File: src/rtl/series_sum_pkg.sv
// Shared types for the series sum engine: series select and FSM state encodings.
package series_sum_pkg;

    // Series selected by the 2-bit mode input; RSVD is treated as SUM_I.
    typedef enum logic [1:0] {
        SUM_I   = 2'b00,
        SUM_SQ  = 2'b01,
        SUM_ODD = 2'b10,
        RSVD    = 2'b11
    } mode_t;

    // Run-control FSM states.
    typedef enum logic [1:0] {
        IDLE = 2'b00,
        RUN  = 2'b01,
        DONE = 2'b10
    } state_t;

endpackage

File: src/rtl/series_term_gen.sv
// Combinational term generator: maps the current index i and series mode to
// the term added on this cycle. This is the only place the mode is decoded.
import series_sum_pkg::*;

module series_term_gen #(
    parameter int N_W = 4
) (
    input  logic [N_W-1:0]   i,
    input  logic [1:0]       mode,
    output logic [2*N_W-1:0] term
);

    localparam logic [2*N_W-1:0] ONE = {{(2*N_W-1){1'b0}}, 1'b1};

    logic [2*N_W-1:0] i_ext;

    assign i_ext = {{N_W{1'b0}}, i};

    // Select the term; i=0 never reaches the accumulator, so the odd-series
    // wrap at i=0 is harmless.
    always_comb begin
        term = i_ext;
        case (mode_t'(mode))
            SUM_SQ:  term = i_ext * i_ext;
            SUM_ODD: term = (i_ext << 1) - ONE;
            default: term = i_ext;
        endcase
    end

endmodule

File: src/rtl/series_sum_engine.sv
// Series accumulator: sums term(i) for i = n down to 1, one term per clock,
// saturating at all-ones with a sticky overflow flag.
//
// Handshake: start is sampled only in IDLE; the accepting edge latches n and
// mode. busy is high for the n+1 cycles of RUN, then done pulses for exactly
// one cycle (DONE) while sum/overflow are final. start outside IDLE is
// dropped, not queued. sum/overflow hold until the next accepted start.
import series_sum_pkg::*;

module series_sum_engine #(
    parameter int N_W = 4,
    parameter int S_W = 16
) (
    input  logic           clk,
    input  logic           rst,
    input  logic           start,
    input  logic [N_W-1:0] n,
    input  logic [1:0]     mode,
    output logic           busy,
    output logic           done,
    output logic [S_W-1:0] sum,
    output logic           overflow,
    output logic [1:0]     dbg_state
);

    generate
        if (S_W < 2 * N_W) begin : g_bad_width
            $error("series_sum_engine: S_W must be at least 2*N_W");
        end
    endgenerate

    state_t           state;
    state_t           state_nx;
    logic [N_W-1:0]   cnt;
    logic [1:0]       mode_q;
    logic [2*N_W-1:0] term;
    logic [S_W:0]     acc;

    series_term_gen #(.N_W(N_W)) u_term (
        .i    (cnt),
        .mode (mode_q),
        .term (term)
    );

    // One extra bit on the add exposes the carry used for saturation.
    assign acc = {1'b0, sum} + {{(S_W + 1 - 2 * N_W){1'b0}}, term};

    // State register.
    always_ff @(posedge clk) begin
        if (rst) state <= IDLE;
        else     state <= state_nx;
    end

    // Next-state logic: RUN exits once the down-counter reaches zero.
    always_comb begin
        state_nx = state;
        case (state)
            IDLE:    if (start) state_nx = RUN;
            RUN:     if (cnt == '0) state_nx = DONE;
            DONE:    state_nx = IDLE;
            default: state_nx = IDLE;
        endcase
    end

    // Datapath: latch run parameters on accept, then accumulate and count down.
    always_ff @(posedge clk) begin
        if (rst) begin
            cnt      <= '0;
            mode_q   <= 2'b00;
            sum      <= '0;
            overflow <= 1'b0;
        end else begin
            case (state)
                IDLE: begin
                    if (start) begin
                        cnt      <= n;
                        mode_q   <= mode;
                        sum      <= '0;
                        overflow <= 1'b0;
                    end
                end
                RUN: begin
                    if (cnt != '0) begin
                        cnt <= cnt - 1'b1;
                        if (acc[S_W]) begin
                            sum      <= '1;
                            overflow <= 1'b1;
                        end else begin
                            sum <= acc[S_W-1:0];
                        end
                    end
                end
                default: ;
            endcase
        end
    end

    assign busy      = (state == RUN);
    assign done      = (state == DONE);
    assign dbg_state = state;

endmodule

File: config.mk
export PLATFORM = sky130hd
export DESIGN_NAME = series_sum_engine
export DESIGN_NICKNAME = d
export VERILOG_FILES = /design/src/rtl/series_sum_pkg.sv /design/src/rtl/series_term_gen.sv /design/src/rtl/series_sum_engine.sv
export SDC_FILE = /design/constraint.sdc
export NUM_CORES = 1
export LEC_CHECK = 0
export ABC_AREA = 1
export CAP_MARGIN = 20
export CORE_MARGIN = 10
export CORE_UTILIZATION = 40
export CTS_CLUSTER_DIAMETER = 60
export DETAILED_ROUTE_END_ITERATION = 10
export PLACE_DENSITY = 0.68
export SYNTH_ARGS = -nofsm -noshare
export SYNTH_HDL_FRONTEND = slang
export SYNTH_SLANG_ARGS = --single-unit
File: constraint.sdc
create_clock -name clk -period 8.68 [get_ports clk]
set_clock_uncertainty 0.2 [all_clocks]
set_input_delay 1.302 -clock clk [delete_from_list [all_inputs] [get_ports clk]]
set_output_delay 1.302 -clock clk [all_outputs]
set_load 0.05 [all_outputs]
==> run_results.csv, run 1 <==
group,metric,value,unit
clock_network,cts_root_buf,"clkbuf_8",
synthesis,synthTopCellsByCount,"111 x nand2_1, 44 x inv_1, 25 x dfxtp_1, 19 x nor2_1, 18 x nand3_1",
cells_and_area,ff_latch_area,500,sq um
synthesis,synth.most_common_cell,"nand2_1",
die,fp.dieArea,8230,sq um
cells_and_area,antenna_cells,0,
synthesis,synth_area_leader_cell,"dfxtp_1",
clock_network,clk_pin_slew_worst_paths,0.11,ns
die,core_area,4790,sq um
drt,drt_first_iter_violations,88,
global_routing,antenna_found_initial,0,
synthesis,synthArstFlopShare,0,%
cells_and_area,syn_to_final_growth,19.6,%
die,fp-row-count,25,
drt,num_vias,1955,
die,die_y,90.7,um
flow_run,cap_violations,0,
timing,fmax,296,MHz
power,combPwrFrac,34.6,%
power,leakage,1.21,nW
drt,drt.antenna.violating_nets,0,
setup_path,crit_path_start_kind,"flop",
setup_path,reg2reg_slack,5.56,ns
power,peakVddDrop,65.4,uV
die,die_x,90.7,um
setup_path,cp_max_fo,8,
cells_and_area,drive_gt1_share,6.69,%
timing,post-route-period-util,38.9,%
power,power_density,132,nW/um^2
synthesis,ys_ff_latch,25,
synthesis,yosys-top-cells-area,"dfxtp_1 25%, nand2_1 21%, ha_1 11%",
global_routing,globalRouteOverflowTotal,0,
min_path,hp-class,"flop to flop",
power,p_switching,0.123,mW
cells_and_area,multiInputGateArea,1290,sq um
timing,rsz0062_at_grt,"no",
die,start_util,41.8,%
clock_network,cts_htree_levels,1,
timing,min_period,3.38,ns
global_routing,grt_max_degree,17,
clock_network,cts_tree,"yes",
drt,vias_per_cell,4.76,
global_routing,grt_usage,11.7,%
setup_path,critPathArrivalTime,1.87,ns
die,num_io_pins,30,
synthesis,synth_top_area_share,25.0,%
synthesis,yosysSeqAreaShare,25.0,%
placed_design,dpl_cell_area,2340,sq um
synthesis,ys.flop_type,"dfxtp_1",
power,swShare,39.0,%
clock_network,cts_max_path_buffers,2,
timing,setup_slack,5.30,ns
synthesis,yosysUniqueCellTypes,38,
cells_and_area,fill_cells,495,
clock_network,post_cts.repair.setup_buffers,0,
synthesis,syn-num-nets,342,
timing,tightest_slew,0.567,ns
timing,finalHoldViolCount,0,
global_routing,grt_pass1_wl,8310,um
clock_network,cts.sinks,25,
synthesis,syn_inst,315,
outcome,run_status,"complete, no violations",
clock_network,numCtsBuffers,3,
drt,dr.pass1.iters,4,
setup_path,cp.required,7.18,ns
setup_path,crit_type,"flop to output port",
drt,wl_per_cell,11.8,um
timing,slew_headroom,62.1,%
placed_design,place.gp.congestion,0.869,
power,p_clk_share,24.8,%
timing,setup_tns,0,ns
placed_design,dp_hpwl,3840,um
synthesis,synth_edf_count,0,
power,intPower,0.193,mW
cells_and_area,fin_nets,372,
clock_network,cts.repair.resized,0,
global_routing,grt_pass1_vias,1887,
placed_design,portBuffers,29,
synthesis,netlist_area,2000,sq um
timing,setup_viol,0,
cells_and_area,fin_area,2390,sq um
clock_network,clock_latency,0.28,ns
synthesis,synth_warnings,0,
drt,drc_errors,0,
setup_path,cp-end-kind,"output port",
drt,routed_wirelength,4840,um
placed_design,pre_cts_ws,5.59,ns
clock_network,ctsHoldBuffers,0,
timing,worst_hold_slack,0.282,ns
power,seqPwrFrac,40.7,%
timing,slew_violations,0,
synthesis,synth_area_per_cell,6.36,sq um
[layout by cell type (no fill, tap or decap), types with 2 or more instances in the layout]
master           instances
a21oi_1                 16
a31oi_1                  2
clkbuf_8                 3
clkdlybuf4s50_1         29
dfxtp_1                 25
ha_1                    17
inv_1                   44
inv_2                    4
nand2_1                111
nand2_2                  5
nand3_1                 18
nand3_2                  2
nand4_1                  3
nor2_1                  19
o21ai_0                 15
o22ai_1                  3
or2_2                    2
xnor2_1                  2
xor2_1                   5
[area by class of cell]
cell class                      count  share of cell area, %
Tap cell                           67                   3.50
Timing Repair Buffer               29                   12.1
Inverter                           48                   7.52
Sequential cell                    25                   20.9
Clock inverter                      1                  0.366
Clock buffer                        3                   1.72
Multi-Input combinational cell    238                   53.9
[power by group through the flow]
stage          clock [mW]  combinational (mW)  sequential [mW]
2_1_floorplan           0              0.0742            0.138
6_report           0.0784               0.109            0.129
3_5_place_dp            0               0.109            0.131
5_1_grt            0.0833               0.124            0.130
4_1_cts            0.0812               0.110            0.129
3_3_place_gp            0               0.109            0.131
[state kept, by name, summed over array words and instances (netlist names)]
register	cells
sum	16
cnt	4
dbg_state	2
mode_q	2
overflow	1
[metrics by stage]
stage          total power, mW  utilization (%)  instances
2_1_floorplan            0.212                -        315
5_1_grt                  0.337             50.0        411
3_3_place_gp             0.240             49.0        407
4_1_cts                  0.320             50.0        411
3_5_place_dp             0.240             49.0        407
6_report                 0.317             50.0        411
[kinds of logic (layout without fill, tap and decap cells)]
| logic type | Yosys count | count (layout) | share of synthesized area [%] |
|---|---|---|---|
| mux | 1 | 1 | 0.500 |
| fa+ha+maj | 18 | 18 | 11.6 |
| compound gates | 43 | 43 | 12.3 |
| xor+xnor | 7 | 7 | 3.06 |
| buf+inv | 52 | 81 | 10.6 |
| simple gates | 169 | 169 | 36.9 |
| flops | 25 | 25 | 25.0 |
[worst max-delay path, stage by stage (launching register included)]
cell	delay, ns
dfxtp_1	0.40
nand2_2	0.16
inv_2	0.19
clkdlybuf4s50_1	0.84
[layer usage]
layer,track usage [%],part of all wire [%],vias up
met3,2.41,4.2,4
met1,14.5,50,863
met5,0,0,-
met2,19.4,44,32
li1,-,-,1056
met4,3.85,1.7,0
[path summary, 6_finish.rpt]
path	startpoint	end	cells past startpoint
worst min-delay path	sum[4]$_SDFFE_PP0P_	sum[4]$_SDFFE_PP0P_	2
worst min register to register	sum[4]$_SDFFE_PP0P_	sum[4]$_SDFFE_PP0P_	2
worst max-delay path	dbg_state[0]$_SDFFE_PP0P_	busy	3
worst max register to register	cnt[2]$_SDFFE_PP0P_	overflow$_SDFFE_PP0P_	17
(Power assumes the default switching activity.)
==> run 2, diff against run 1 <==
--- a/config.mk
+++ b/config.mk
@@ -11,7 +11,7 @@
 export CORE_UTILIZATION = 40
 export CTS_CLUSTER_DIAMETER = 60
 export DETAILED_ROUTE_END_ITERATION = 10
-export PLACE_DENSITY = 0.68
+export PLACE_DENSITY = 0.7
 export SYNTH_ARGS = -nofsm -noshare
 export SYNTH_HDL_FRONTEND = slang
 export SYNTH_SLANG_ARGS = --single-unit
==> constraint.sdc (replaced) <==
create_clock -name clk -period 2.8 [get_ports clk]
set_clock_uncertainty 0.2 [all_clocks]
set_input_delay 0.42 -clock clk [delete_from_list [all_inputs] [get_ports clk]]
set_output_delay 0.42 -clock clk [all_outputs]
set_load 0.05 [all_outputs]
==> run 2 against run 1 <==
The flow now finishes with violations (negative setup slack). Power rose to 3.6 times the previous value. Critical path depth grew 14. Core utilization rose by 13 points. Final cell count is 8.8% higher. Global-route usage is 0.49 points higher. Register-to-register slack lost 5.6 ns. First-iteration DRC count is 48% higher. Non-clock buffer count grew 35. Design area rose by 25%. Via count up 12%. Sequential power rose to 3.1 times the previous value. Setup slack got worse by 5.4 ns. Largest power group is now combinational cells.
==> run_results.csv, run 2 (synthesis gave the netlist of run 1 again) <==
group,metric,value,unit
clock_network,cts_tree,"yes",
cells_and_area,drive_gt1_share,31.6,%
clock_network,numCtsBuffers,3,
cells_and_area,syn_to_final_growth,49.9,%
die,die_x,90.7,um
drt,num_vias,2190,
global_routing,grt_max_degree,16,
drt,drt.antenna.violating_nets,0,
die,die_y,90.7,um
die,num_io_pins,30,
clock_network,clock_latency,0.28,ns
placed_design,dpl_cell_area,2480,sq um
drt,wl_per_cell,13.2,um
clock_network,ctsHoldBuffers,0,
cells_and_area,fin_area,3000,sq um
cells_and_area,fin_nets,408,
power,peakVddDrop,251,uV
setup_path,worst-path-buf-inv,5,
global_routing,grt_pass1_wl,8510,um
timing,post-route-period-util,102,%
drt,dr.pass1.iters,5,
timing,setup_tns,-0.304,ns
drt,drt_first_iter_violations,130,
flow_run,cap_violations,0,
power,leakage,1.45,nW
cells_and_area,final_core_util,62.7,%
cells_and_area,reg_top3,"sum (16), cnt (4)",
clock_network,clk_pin_slew_worst_paths,0.10,ns
setup_path,critical-path-max-stage-delay,0.37,ns
setup_path,crit_chain,"buf_6 > clkinvlp_4 > buf_4 > ha_4 > nand4_1 > buf_6 > a21oi_4 > ha_4 > a21oi_4 > nor2_1 > nor2_1 > nand2_2 > buf_4 > nand2_4 > nand3_1 > nand2_1 > nand2_1",
power,p_total,1.15,mW
outcome,violations,"negative setup slack",
cells_and_area,largest_reg_flops,16,
global_routing,antenna_found_initial,0,
setup_path,cp_max_fo,6,
clock_network,cts_max_path_buffers,2,
setup_path,crit_type,"flop to flop",
placed_design,portBuffers,29,
min_path,hp-class,"flop to flop",
setup_path,cp.required,2.78,ns
setup_path,critPathArrivalTime,2.85,ns
drt,routed_wirelength,5910,um
global_routing,grt_pass1_vias,1862,
cells_and_area,fill_cells,394,
timing,setup_viol,9,
die,core_area,4790,sq um
timing,rsz0062_at_grt,"yes",
placed_design,dp_hpwl,3910,um
drt,vias_per_cell,4.90,
placed_design,place.gp.congestion,0.875,
cells_and_area,top_register,"sum",
timing,fmax,349,MHz
timing,slew_headroom,65.7,%
die,start_util,41.8,%
die,fp.dieArea,8230,sq um
timing,slew_violations,0,
timing,tightest_slew,0.513,ns
global_routing,globalRouteOverflowTotal,0,
setup_path,path_delay_family,"buffers and inverters",
clock_network,cts_htree_levels,1,
drt,drc_errors,0,
cells_and_area,antenna_cells,0,
clock_network,cts_root_buf,"clkbuf_8",
timing,min_period,2.87,ns
timing,setup_slack,-0.0690,ns
cells_and_area,layout_commonest_cell,"nand2_1",
setup_path,cp-end-kind,"flop",
setup_path,crit_path_start_kind,"flop",
die,fp-row-count,25,
power,power_density,382,nW/um^2
setup_path,crit_slowest_cell,"dfxtp_4",
clock_network,cts.sinks,25,
cells_and_area,final_cell_mix,"93 x nand2_1, 37 x inv_1, 31 x buf_4",
global_routing,grt_usage,12.1,%
timing,finalHoldViolCount,0,
outcome,run_status,"finished, violations left",
[run 2: final timing paths]
check        cells after the start                  end  slack, ns                 from
min reg2reg                      2  sum[4]$_SDFFE_PP0P_       0.28  sum[4]$_SDFFE_PP0P_
max                             17  sum[7]$_SDFFE_PP0P_      -0.07  cnt[0]$_SDFFE_PP0P_
min                              2  sum[4]$_SDFFE_PP0P_       0.28  sum[4]$_SDFFE_PP0P_
max reg2reg                     17  sum[7]$_SDFFE_PP0P_      -0.07  cnt[0]$_SDFFE_PP0P_
[run 2: timing repair]
action                                 CTS  global route
pin swaps                                6            29
setup buffers                            1            16
cloned                                   1             0
resized for setup                       13            72
setup endpoints to repair               17            17
endpoints found under the hold margin    0             0
[run 2: layout make-up]
type	instances	area [sq um]	share of cell area (%)
Clock buffer	3	41.3	1.38
Sequential cell	25	510	17.0
Multi-Input combinational cell	239	1600	53.4
Clock inverter	1	7.51	0.250
Timing Repair Buffer	64	568	18.9
Inverter	48	188	6.26
Tap cell	67	83.8	2.79
[run 2: worst reg2reg max path, cell delays in order, from the launching register on]
cell	delay, ns
dfxtp_4	0.37
buf_6	0.12
clkinvlp_4	0.13
buf_4	0.15
ha_4	0.15
nand4_1	0.18
buf_6	0.19
a21oi_4	0.18
ha_4	0.25
a21oi_4	0.13
nor2_1	0.06
nor2_1	0.12
nand2_2	0.10
buf_4	0.16
nand2_4	0.09
nand3_1	0.08
nand2_1	0.06
nand2_1	0.04
[run 2: metrics by stage]
stage	hold WS [ns]	instances	setup slack (ns)
2_1_floorplan	0.251	315	0.0517
3_3_place_gp	0.259	425	-0.133
3_5_place_dp	0.267	425	-0.157
4_1_cts	0.282	431	-0.00617
5_1_grt	0.300	447	-0.213
6_report	0.279	447	-0.0690
[run 2: per-layer routing]
| metal | part of all wire [%] | GRT usage [%] | routed length (um) |
|---|---|---|---|
| met3 | 5.3 | 2.74 | 313 |
| met4 | 2.1 | 3.98 | 123 |
| met5 | 0 | 0 | 0 |
| met2 | 47 | 19.3 | 2790 |
| met1 | 45 | 15.7 | 2680 |
[run 2: power breakdown]
group | total, mW | leakage, nW | internal [mW] | switching [mW]
Sequential | 0.400 | 0.205 | 0.378 | 0.0215
Combinational | 0.510 | 1.22 | 0.218 | 0.291
Clock | 0.236 | 0.0217 | 0.101 | 0.134
